`src/rtl/pong_pkg.sv`:
```
// pong_pkg: shared definitions for the pong display path.
//   - Screen geometry (XSCREEN x YSCREEN) and the background colour BG.
//   - Client index constants for the pixel arbiter.
//   - Arbiter state enumeration.
//   - idx_wrap_add: modulo-NCLI addition used to walk the client ring.
package pong_pkg;

    localparam int NCLI    = 3;
    localparam int XSCREEN = 160;
    localparam int YSCREEN = 120;
    localparam int WD_W    = 23;

    localparam logic [2:0] BG = 3'b000;

    localparam logic [1:0] CLI_PADDLE_L = 2'd0;
    localparam logic [1:0] CLI_PADDLE_R = 2'd1;
    localparam logic [1:0] CLI_BALL     = 2'd2;

    typedef enum logic [1:0] {
        CLEAR  = 2'd0,
        IDLE   = 2'd1,
        GRANT  = 2'd2,
        SWITCH = 2'd3
    } state_t;

    // (idx + step) mod NCLI for idx < NCLI and step <= NCLI.
    function automatic logic [1:0] idx_wrap_add(input logic [1:0] idx,
                                                input logic [1:0] step);
        logic [2:0] sum;
        sum = {1'b0, idx} + {1'b0, step};
        if (sum >= 3'(NCLI)) begin
            sum = sum - 3'(NCLI);
        end
        return sum[1:0];
    endfunction

endpackage

```
`src/rtl/rr_next.sv`:
```
// rr_next: combinational round-robin successor search.
//   cur_i   : current client index
//   mask_i  : participating clients (1 = in)
//   next_o  : first set mask index after cur_i, wrapping; cur_i itself is
//             the last candidate so a lone client is re-selected
//   valid_o : 1 when any mask bit is set
module rr_next
    import pong_pkg::*;
(
    input  logic [1:0]      cur_i,
    input  logic [NCLI-1:0] mask_i,
    output logic [1:0]      next_o,
    output logic            valid_o
);

    logic [1:0]      cand [NCLI];
    logic [NCLI-1:0] hit;

    // cand[k] is the client k+1 places after cur_i on the ring.
    genvar gi;
    generate
        for (gi = 0; gi < NCLI; gi++) begin : g_cand
            assign cand[gi] = idx_wrap_add(cur_i, 2'(gi + 1));
            assign hit[gi]  = mask_i[cand[gi]];
        end
    endgenerate

    // Nearest candidate wins: scan from farthest to nearest, last hit sticks.
    always_comb begin
        next_o  = cur_i;
        valid_o = 1'b0;
        for (int i = NCLI - 1; i >= 0; i--) begin
            if (hit[i]) begin
                next_o  = cand[i];
                valid_o = 1'b1;
            end
        end
    end

endmodule

```
`src/rtl/pixel_arbiter.sv`:
```
// pixel_arbiter: owns the single VGA adapter write port and grants it
// round-robin to three drawing clients (two paddles, ball).
//
// Ports:
//   CLOCK_50, Resetn      clock, synchronous active-low reset
//   cli_x/y/color/plot    packed per-client pixel streams (client i in slice i)
//   cli_done              per-client end-of-draw pulse
//   cli_mask              per-client participation
//   enable                one-hot grant (zero outside GRANT)
//   VGA_X/Y/COLOR, plot   adapter write port
//   grant_id              current or most recent grantee
//   timeout_flag          sticky watchdog-expiry flag
//
// Build option: define PIXEL_ARBITER_CLEAR_EN to include the power-up sweep
// that paints the whole screen with BG before arbitration starts.
module pixel_arbiter
    import pong_pkg::*;
#(
    parameter int unsigned TIMEOUT = 32'd4194304
) (
    input  logic                CLOCK_50,
    input  logic                Resetn,
    input  logic [8*NCLI-1:0]   cli_x,
    input  logic [7*NCLI-1:0]   cli_y,
    input  logic [3*NCLI-1:0]   cli_color,
    input  logic [NCLI-1:0]     cli_plot,
    input  logic [NCLI-1:0]     cli_done,
    input  logic [NCLI-1:0]     cli_mask,
    output logic [NCLI-1:0]     enable,
    output logic [7:0]          VGA_X,
    output logic [6:0]          VGA_Y,
    output logic [2:0]          VGA_COLOR,
    output logic                plot,
    output logic [1:0]          grant_id,
    output logic                timeout_flag
);

`ifdef PIXEL_ARBITER_CLEAR_EN
    localparam state_t RST_STATE = CLEAR;
    logic [7:0] clr_x_q;
    logic [6:0] clr_y_q;
`else
    localparam state_t RST_STATE = IDLE;
`endif

    state_t          state_q;
    logic [1:0]      grant_id_q;
    logic [WD_W-1:0] wd_q;
    logic            timeout_q;

    logic [1:0]      rr_cur_d;
    logic [1:0]      rr_next_idx;
    logic            rr_valid;
    logic            wd_expired;

    logic [7:0]      px_x     [NCLI];
    logic [6:0]      px_y     [NCLI];
    logic [2:0]      px_color [NCLI];

    genvar gi;
    generate
        for (gi = 0; gi < NCLI; gi++) begin : g_unpack
            assign px_x[gi]     = cli_x[8*gi +: 8];
            assign px_y[gi]     = cli_y[7*gi +: 7];
            assign px_color[gi] = cli_color[3*gi +: 3];
        end
    endgenerate

    // Searching "after the last client" from IDLE yields the lowest set index.
    assign rr_cur_d = (state_q == IDLE) ? CLI_BALL : grant_id_q;

    rr_next u_rr_next (
        .cur_i   (rr_cur_d),
        .mask_i  (cli_mask),
        .next_o  (rr_next_idx),
        .valid_o (rr_valid)
    );

    assign wd_expired = (wd_q == WD_W'(TIMEOUT - 1));

    always_ff @(posedge CLOCK_50) begin
        if (!Resetn) begin
            state_q    <= RST_STATE;
            grant_id_q <= CLI_PADDLE_L;
            wd_q       <= '0;
            timeout_q  <= 1'b0;
`ifdef PIXEL_ARBITER_CLEAR_EN
            clr_x_q    <= '0;
            clr_y_q    <= '0;
`endif
        end else begin
            case (state_q)
`ifdef PIXEL_ARBITER_CLEAR_EN
                CLEAR: begin
                    if (clr_x_q == 8'(XSCREEN - 1)) begin
                        clr_x_q <= '0;
                        if (clr_y_q == 7'(YSCREEN - 1)) begin
                            clr_y_q <= '0;
                            state_q <= IDLE;
                        end else begin
                            clr_y_q <= clr_y_q + 7'd1;
                        end
                    end else begin
                        clr_x_q <= clr_x_q + 8'd1;
                    end
                end
`endif
                IDLE: begin
                    if (rr_valid) begin
                        grant_id_q <= rr_next_idx;
                        state_q    <= GRANT;
                    end
                end
                GRANT: begin
                    wd_q <= wd_q + 1'b1;
                    // done has priority: a coincident expiry is not a timeout
                    if (cli_done[grant_id_q]) begin
                        state_q <= SWITCH;
                    end else if (wd_expired) begin
                        state_q   <= SWITCH;
                        timeout_q <= 1'b1;
                    end
                end
                SWITCH: begin
                    wd_q <= '0;
                    if (rr_valid) begin
                        grant_id_q <= rr_next_idx;
                        state_q    <= GRANT;
                    end else begin
                        state_q <= IDLE;
                    end
                end
                default: state_q <= RST_STATE;
            endcase
        end
    end

    always_comb begin
        enable    = '0;
        VGA_X     = '0;
        VGA_Y     = '0;
        VGA_COLOR = BG;
        plot      = 1'b0;
        case (state_q)
`ifdef PIXEL_ARBITER_CLEAR_EN
            CLEAR: begin
                VGA_X = clr_x_q;
                VGA_Y = clr_y_q;
                plot  = 1'b1;
            end
`endif
            GRANT: begin
                enable[grant_id_q] = 1'b1;
                VGA_X              = px_x[grant_id_q];
                VGA_Y              = px_y[grant_id_q];
                VGA_COLOR          = px_color[grant_id_q];
                plot               = cli_plot[grant_id_q];
            end
            default: ;
        endcase
        // Adapter must see no writes while reset is held, even before the edge.
        if (!Resetn) begin
            enable = '0;
            plot   = 1'b0;
        end
    end

    assign grant_id     = grant_id_q;
    assign timeout_flag = timeout_q;

endmodule

```
`config.mk`:
```
export PLATFORM = sky130hd
export DESIGN_NAME = pixel_arbiter
export DESIGN_NICKNAME = d
export VERILOG_FILES = /design/src/rtl/pong_pkg.sv /design/src/rtl/rr_next.sv /design/src/rtl/pixel_arbiter.sv
export SDC_FILE = /design/constraint.sdc
export NUM_CORES = 1
export LEC_CHECK = 0
export ABC_AREA = 0
export BUFFER_PORTS_ARGS = -buffer_cell sky130_fd_sc_hd__buf_2
export CAP_MARGIN = 10
export CORE_MARGIN = 2
export CORE_UTILIZATION = 33
export CTS_CLUSTER_SIZE = 40
export DETAILED_ROUTE_END_ITERATION = 12
export PLACE_DENSITY = 0.7
export SYNTH_ARGS = -nofsm -noshare
export SYNTH_HDL_FRONTEND = slang
export SYNTH_SLANG_ARGS = --single-unit
```
`constraint.sdc`:
```
create_clock -name CLOCK_50 -period 2.8 [get_ports CLOCK_50]
set_input_delay 0.56 -clock CLOCK_50 [delete_from_list [all_inputs] [get_ports CLOCK_50]]
set_output_delay 0.56 -clock CLOCK_50 [all_outputs]
set_load 0.005 [all_outputs]
```
After elaboration in Yosys (flattened, before gate mapping)

Cells that the tools add are included.

Magnitude comparators: 9
Eq/ne operators: 6
$add $sub $neg: 7
Reduce and logical (&&, ||, !) cells: 6
Multiplexer cells: 44
Bitwise logic cells: 2

Operators with widths:

| operator                                                                             | count |
|---|---|
| 23-bit one-hot mux with 2 select lines                                               | 1 |
| 8-bit 2-to-1 mux                                                                     | 3 |
| 23-bit by 1-bit adder with 23-bit output (second input constant)                     | 1 |
| 23-bit by 22-bit == test with 1-bit output (second input constant)                   | 1 |
| 2-bit 2-to-1 mux                                                                     | 11 |
| 7-bit 2-to-1 mux                                                                     | 3 |
| 8-bit binary-select mux with 2-bit select                                            | 1 |
| 3-bit 2-to-1 mux                                                                     | 5 |
| 7-bit binary-select mux with 2-bit select                                            | 1 |
| 2-bit by 3-bit < comparator with 1-bit output (second input constant)                | 4 |
| 1-bit 2-to-1 mux                                                                     | 11 |
| 1-bit binary-select mux with 2-bit select                                            | 5 |
| 3-bit by 2-bit greater-or-equal comparator with 1-bit output (second input constant) | 3 |
| 2-bit by 2-bit adder with 3-bit output (second input constant)                       | 2 |
| 3-bit binary-select mux with 2-bit select                                            | 1 |
| 2-bit one-hot mux with 3 select lines                                                | 1 |
| 2-bit subtractor (second input constant)                                             | 3 |
| 2-bit == test (second input constant)                                                | 2 |
| 2-bit AND reduction                                                                  | 2 |
| 2-bit by 1-bit adder with 3-bit output (second input constant)                       | 1 |
| 3-bit greater-or-equal comparator (second input constant)                            | 1 |
| 3-bit inequality test (second input constant)                                        | 1 |
| 2-bit NOT with 3-bit output                                                          | 1 |
| 3-bit AND reduction                                                                  | 1 |
| other kinds (8)                                                                      | 8 |

Input port bits: 65
Output and inout port bits: 25
Bits in registers: 28

Longest topological paths before layout

Depth after elaboration: 12
Depth in mapped cells: 9

Hierarchy

Synthesis repeated with hierarchy kept, for this count alone.

Cells, all modules: 272
Area, all modules: 2030.7 um2

Modules (own cells, without submodules):

| module        | times used | cells an instance | area each (um2) |
|---|---|---|---|
| pixel_arbiter | 1          | 242               | 1795.5 |
| rr_next       | 1          | 30                | 235.2 |

Worst setup path after synthesis

No wires, ideal clock.

Kind: register to register
From: register grant_id_q[0], in the netlist grant_id[0]
To: register grant_id_q[0], in the netlist grant_id[0]
Data arrival time: 2044 ps
Required time: 2681 ps
Path slack: 637 ps
Cell stages (with the launch flop): 9
Clock period less this slack: 2163 ps
Cell sequence: dfxtp_1 clkbuf_1 nand2_1 ha_1 clkbuf_1 o221ai_1 nor2b_1 o21a_1 o221a_2

Longest elaborated chain between the ends: 10

Ends and longest elaborated chain:

| what                                                                                                    | line                           | text |
|---|---|---|
| from (decl)                                                                                             | pixel_arbiter.sv:47            | `logic [1:0] grant_id_q;` |
| from (signal assigned)                                                                                  | pixel_arbiter.sv:110           | `grant_id_q <= rr_next_idx;` |
| from (signal assigned)                                                                                  | pixel_arbiter.sv:127           | `grant_id_q <= rr_next_idx;` |
| 2-bit 2-to-1 mux (*)                                                                                    | pixel_arbiter.sv:70            | `assign rr_cur_d = (state_q == IDLE) ? CLI_BALL : grant_id_q;` |
| 2-bit by 2-bit adder with 3-bit output                                                                  | pong_pkg.sv:30                 | `sum = {1'b0, idx} + {1'b0, step};` |
| 3-bit by 2-bit greater-or-equal comparator with 1-bit output / 2-bit subtractor (equally long branches) | pong_pkg.sv:31, pong_pkg.sv:32 |  |
| 2-bit 2-to-1 mux                                                                                        | pong_pkg.sv:31                 | `if (sum >= 3'(NCLI)) begin` |
| 1-bit binary-select mux with 2-bit select                                                               | rr_next.sv:24                  | `assign hit[gi] = mask_i[cand[gi]];` |
| 1-bit 2-to-1 mux (not written as such)                                                                  | rr_next.sv:24                  |  |
| 1-bit 2-to-1 mux (3 in series)                                                                          | rr_next.sv:33                  | `if (hit[i]) begin` |
| 2-bit AND reduction (no line)                                                                           | -                              |  |

Mark *: on every way between the ends. The rest lies on a longest branch, timed or not. The select of a mux whose other input is x is not followed.
A chain may end at the register's enable or synchronous reset.

Worst setup path after layout

From: register grant_id_q[0], in the netlist grant_id[0]
To: output port VGA_Y[0]

Longest elaborated chain between the ends: 5

Ends and longest elaborated chain:

| what                                                 | line                 | text |
|---|---|---|
| 2-bit NOT with 3-bit output (not written as such)    | pixel_arbiter.sv:155 | `VGA_Y = px_y[grant_id_q];` |
| 7-bit binary-select mux with 2-bit select            | pixel_arbiter.sv:155 |  |
| 7-bit 2-to-1 mux (not written as such) (2 in series) | pixel_arbiter.sv:155 |  |
| 7-bit 2-to-1 mux                                     | pixel_arbiter.sv:144 | `case (state_q)` |
| to (decl)                                            | pixel_arbiter.sv:31  | `output logic [6:0] VGA_Y,` |

No other way between the ends. The select of a mux whose other input is x is not followed.

==> flow_summary_export.csv <==
group,metric,value,unit
power_and_ir_drop,p_int,0.985,mW
clock_tree,htreeDepth,1,
layout,n_fill_cell,575,
floorplanning,start_util,0.347,
power_and_ir_drop,power_switching,0.713,mW
floorplanning,die_x,80.8,µm
global_routing,grt_pass1_vias,1836,
timing,fin_crit_sh,0.816,
power_and_ir_drop,power_density,675,nW/µm²
layout,syn2layout_area_growth,29.4,%
global_routing,overflow,0,
synthesis,synth_top_area_share,0.288,
floorplanning,std_cell_rows,27,
placement,dp.cells,411,
synthesis,synth_top_family_by_area,"simple AND/OR/NAND/NOR gates",
synthesis,ys_warn_count,0,
detailed_routing,drtIter0Drc,98,
detailed_routing,drt-total-wl,5070,µm
synthesis,synth.distinct_cells,39,
power_and_ir_drop,ir_drop,0.312,mV
critical_path,crit_arrival,1730,ps
placement,dp_hpwl,3810,µm
clock_tree,post-cts-setup-buffers,0,
run,max_cap_viol_count,0,
global_routing,grt_pass1_wl,7590,µm
synthesis,synth_xor_area_frac,0.0856,
synthesis,synthTopCellsByArea,"dfxtp_1 29%, mux2i_1 12%, nor2_1 12%",
timing,slew_viol_final,0,
power_and_ir_drop,p_leak,1.12,nW
critical_path,start_kind,"register",
synthesis,synth_mux_area_frac,0.118,
critical_path,cpPeakStageDelay,560,ps
clock_tree,cts_root_buf,"clkbuf_8",
placement,port_buffers,89,
clock_tree,cts_tree,"yes",
detailed_routing,drtPass1Iterations,4,
power_and_ir_drop,switching_share,0.420,
min_path,whs_endpoint,"timeout_flag$_SDFFE_PN0P_",
clock_tree,cts.clk_slew.worst_paths,90,ps
clock_tree,cts_sinks,28,
critical_path,worstPathMaxFanout,21,
timing,tightest_slew,712,ps
timing,clock.fmax,438,MHz
synthesis,ys_seq_area_frac,0.288,
synthesis,synth-compound-area-share,0.149,
global_routing,antenna_found_initial,0,
layout,num_antenna_cells,0,
clock_tree,cts_buffers,3,
layout,regArea,561,µm²
synthesis,yosys.area_share.adder,0.0193,
timing,rsz0062_at_grt,"no",
critical_path,r2r_end,"grant_id[0]$_SDFFE_PN0P_",
synthesis,syn-cell-area,1940,µm²
timing,finalHoldViolCount,0,
placement,gp_congestion,0.775,
synthesis,yosys.area.top_type,"dfxtp_1",
critical_path,r2r_setup_slack,600,ps
clock_tree,cts-hold-fix-buffers,0,
min_path,holdCritStartpoint,"timeout_flag$_SDFFE_PN0P_",
critical_path,path_class,"reg2out",
synthesis,synth.avg_cell_area,7.42,µm²
floorplanning,io_pins,90,
critical_path,rr_startpoint,"grant_id[0]$_SDFFE_PN0P_",
synthesis,ys_ff_latch,28,
min_path,hold_path.class,"reg2reg",
layout,multiInputGateArea,1290,µm²
timing,post-route-min-period,2290,ps
timing,setup_tns,0,ps
status,status,"complete, no violations",
global_routing,grt_start_max_net_pins,28,
critical_path,endpoint_kind,"primary output",
synthesis,synthSimpleGateAreaFrac,0.293,
critical_path,slowest_stage,"dfxtp_1",
layout,final_nets,412,
detailed_routing,post_drt_wl_per_cell,12.2,µm
detailed_routing,antenna_left,0,
global_routing,grt_usage,0.143,
layout,layout-drive-gt1-share,0.297,
critical_path,crit_chain,"buf_12 > nor2b_1 > buf_4 > a21oi_1 > nor2_1 > buf_2",
power_and_ir_drop,pwr-share-clk,0.146,
floorplanning,core-area,5610,µm²
layout,fin_cells,415,
power_and_ir_drop,p_total,1.70,mW
clock_tree,cts-resized-gates,0,
power_and_ir_drop,comb_power_share,0.580,
detailed_routing,drc,0,
detailed_routing,num_vias,2067,
critical_path,required,2240,ps
power_and_ir_drop,seq_power_share,0.274,
min_path,holdPathStages,1,
critical_path,reg2reg_depth,7,
timing,max_slew_margin,0.524,
clock_tree,cts.path.max_buffers,2,
floorplanning,die_h,80.8,µm
synthesis,syn_inst,262,
detailed_routing,routed_via_density,4.98,
timing,setup_viol,0,
clock_tree,insertion_delay,270,ps
synthesis,synth_nets,330,
critical_path,critPathLaunch,"grant_id[0]$_SDFFE_PN0P_",
layout,final_core_util,0.449,
floorplanning,die_area,6520,µm²
timing,skew,4.14,ps
==> placed cells by master (no fill, tap or decap), types with 2 or more instances in the layout <==
master and instances:
dfxtp_1 28, inv_1 8, nand3_1 5, a21oi_1 27, and2_1 3, nand2b_1 4, or3_1 2, mux2i_1 23
nand2_1 15, xor2_1 11, nor2b_1 7, buf_2 89, o21a_1 2, ha_1 3, a22oi_1 2, nor3_1 5
clkbuf_8 4, buf_4 3, xnor2_1 8, nand4_1 7, nor4_1 5, nor2_1 60, a211oi_1 2, o21ai_0 4
==> stage by stage <==
stage,hold WS [ps],worst slack (ps),instance area (µm²)
floorplan,451,637,1940
global placement,441,684,2460
detailed placement,446,608,2460
CTS,469,507,2520
global route,490,354,2520
finish,463,515,2520
==> cell usage after synthesis, drive strengths merged <==
| master | n |
|---|---|
| buf | 3 |
| a21oi | 27 |
| o211ai | 1 |
| nand4b | 1 |
| a21o | 1 |
| xor2 | 11 |
| nand4 | 8 |
| a211oi | 2 |
| o32a | 1 |
| nor2 | 60 |
| ha | 3 |
| nor3b | 1 |
| mux2i | 23 |
| a22oi | 2 |
| o21a | 2 |
| and4 | 1 |
| and3 | 1 |
| or4 | 1 |
| a22o | 1 |
| o21bai | 1 |
| nand3 | 5 |
| nor3 | 5 |
| nor2b | 7 |
| o221a | 1 |
| nand2 | 15 |
| inv | 8 |
| o21ai | 4 |
| nand2b | 4 |
| a2111oi | 1 |
| clkbuf | 13 |
| dfxtp | 28 |
| or3 | 3 |
| o221ai | 1 |
| and2 | 3 |
| nor4 | 5 |
| xnor2 | 8 |
==> per-layer routing <==
layer  wire, µm  track usage  vias to the layer above
met3        436       0.0333                        2
li1           -            -                     1065
met1       2160        0.151                      928
met2       2450        0.283                       72
met4         23       0.0322                        0
met5          0            0                        -
==> flip-flops by register name, indices dropped and copies added, names as in the netlist <==
| signal | cells |
|---|---|
| grant_id | 2 |
| state_q | 2 |
| timeout_flag | 1 |
| wd_q | 23 |
==> cell type report <==
class                           count  share of cell area
Clock buffer                        4              0.0219
Inverter                            8              0.0119
Multi-Input combinational cell    210               0.514
Sequential cell                    28               0.223
Tap cell                           72              0.0358
Timing Repair Buffer               93               0.194
==> worst max-delay path, delay by kind of cell (launching register included) <==
kind	cells	cell delay (ps)
buffers and inverters	3	600
AOI/OAI and AO/OA	1	170
DFF	1	560
and+or+nand+nor	2	110
==> cell families after synthesis <==
group	count (synthesis)
muxes	23
xor gates and xnor gates	19
DFF	28
AOI/OAI and AO/OA	45
buffers and inverters	24
adders and majority gates	3
and+or+nand+nor	120
==> worst max path at each step <==
stage                                     endpoint
after CTS                             VGA_COLOR[2]
after global placement    grant_id[0]$_SDFFE_PN0P_
after detailed placement  grant_id[0]$_SDFFE_PN0P_
after floorplan           grant_id[0]$_SDFFE_PN0P_
final                                     VGA_Y[0]
after global routing                  VGA_COLOR[1]
==> power by group through the flow <==
| stage | Combinational (mW) | Clock (mW) | Sequential, mW |
|---|---|---|---|
| after CTS | 0.990 | 0.258 | 0.464 |
| final | 0.985 | 0.247 | 0.465 |
| after global placement | 0.967 | 0 | 0.473 |
| after detailed placement | 0.986 | 0 | 0.474 |
| after global routing | 1.10 | 0.276 | 0.470 |
| after floorplan | 0.735 | 0 | 0.460 |
Power figures use the tool's default switching activity.
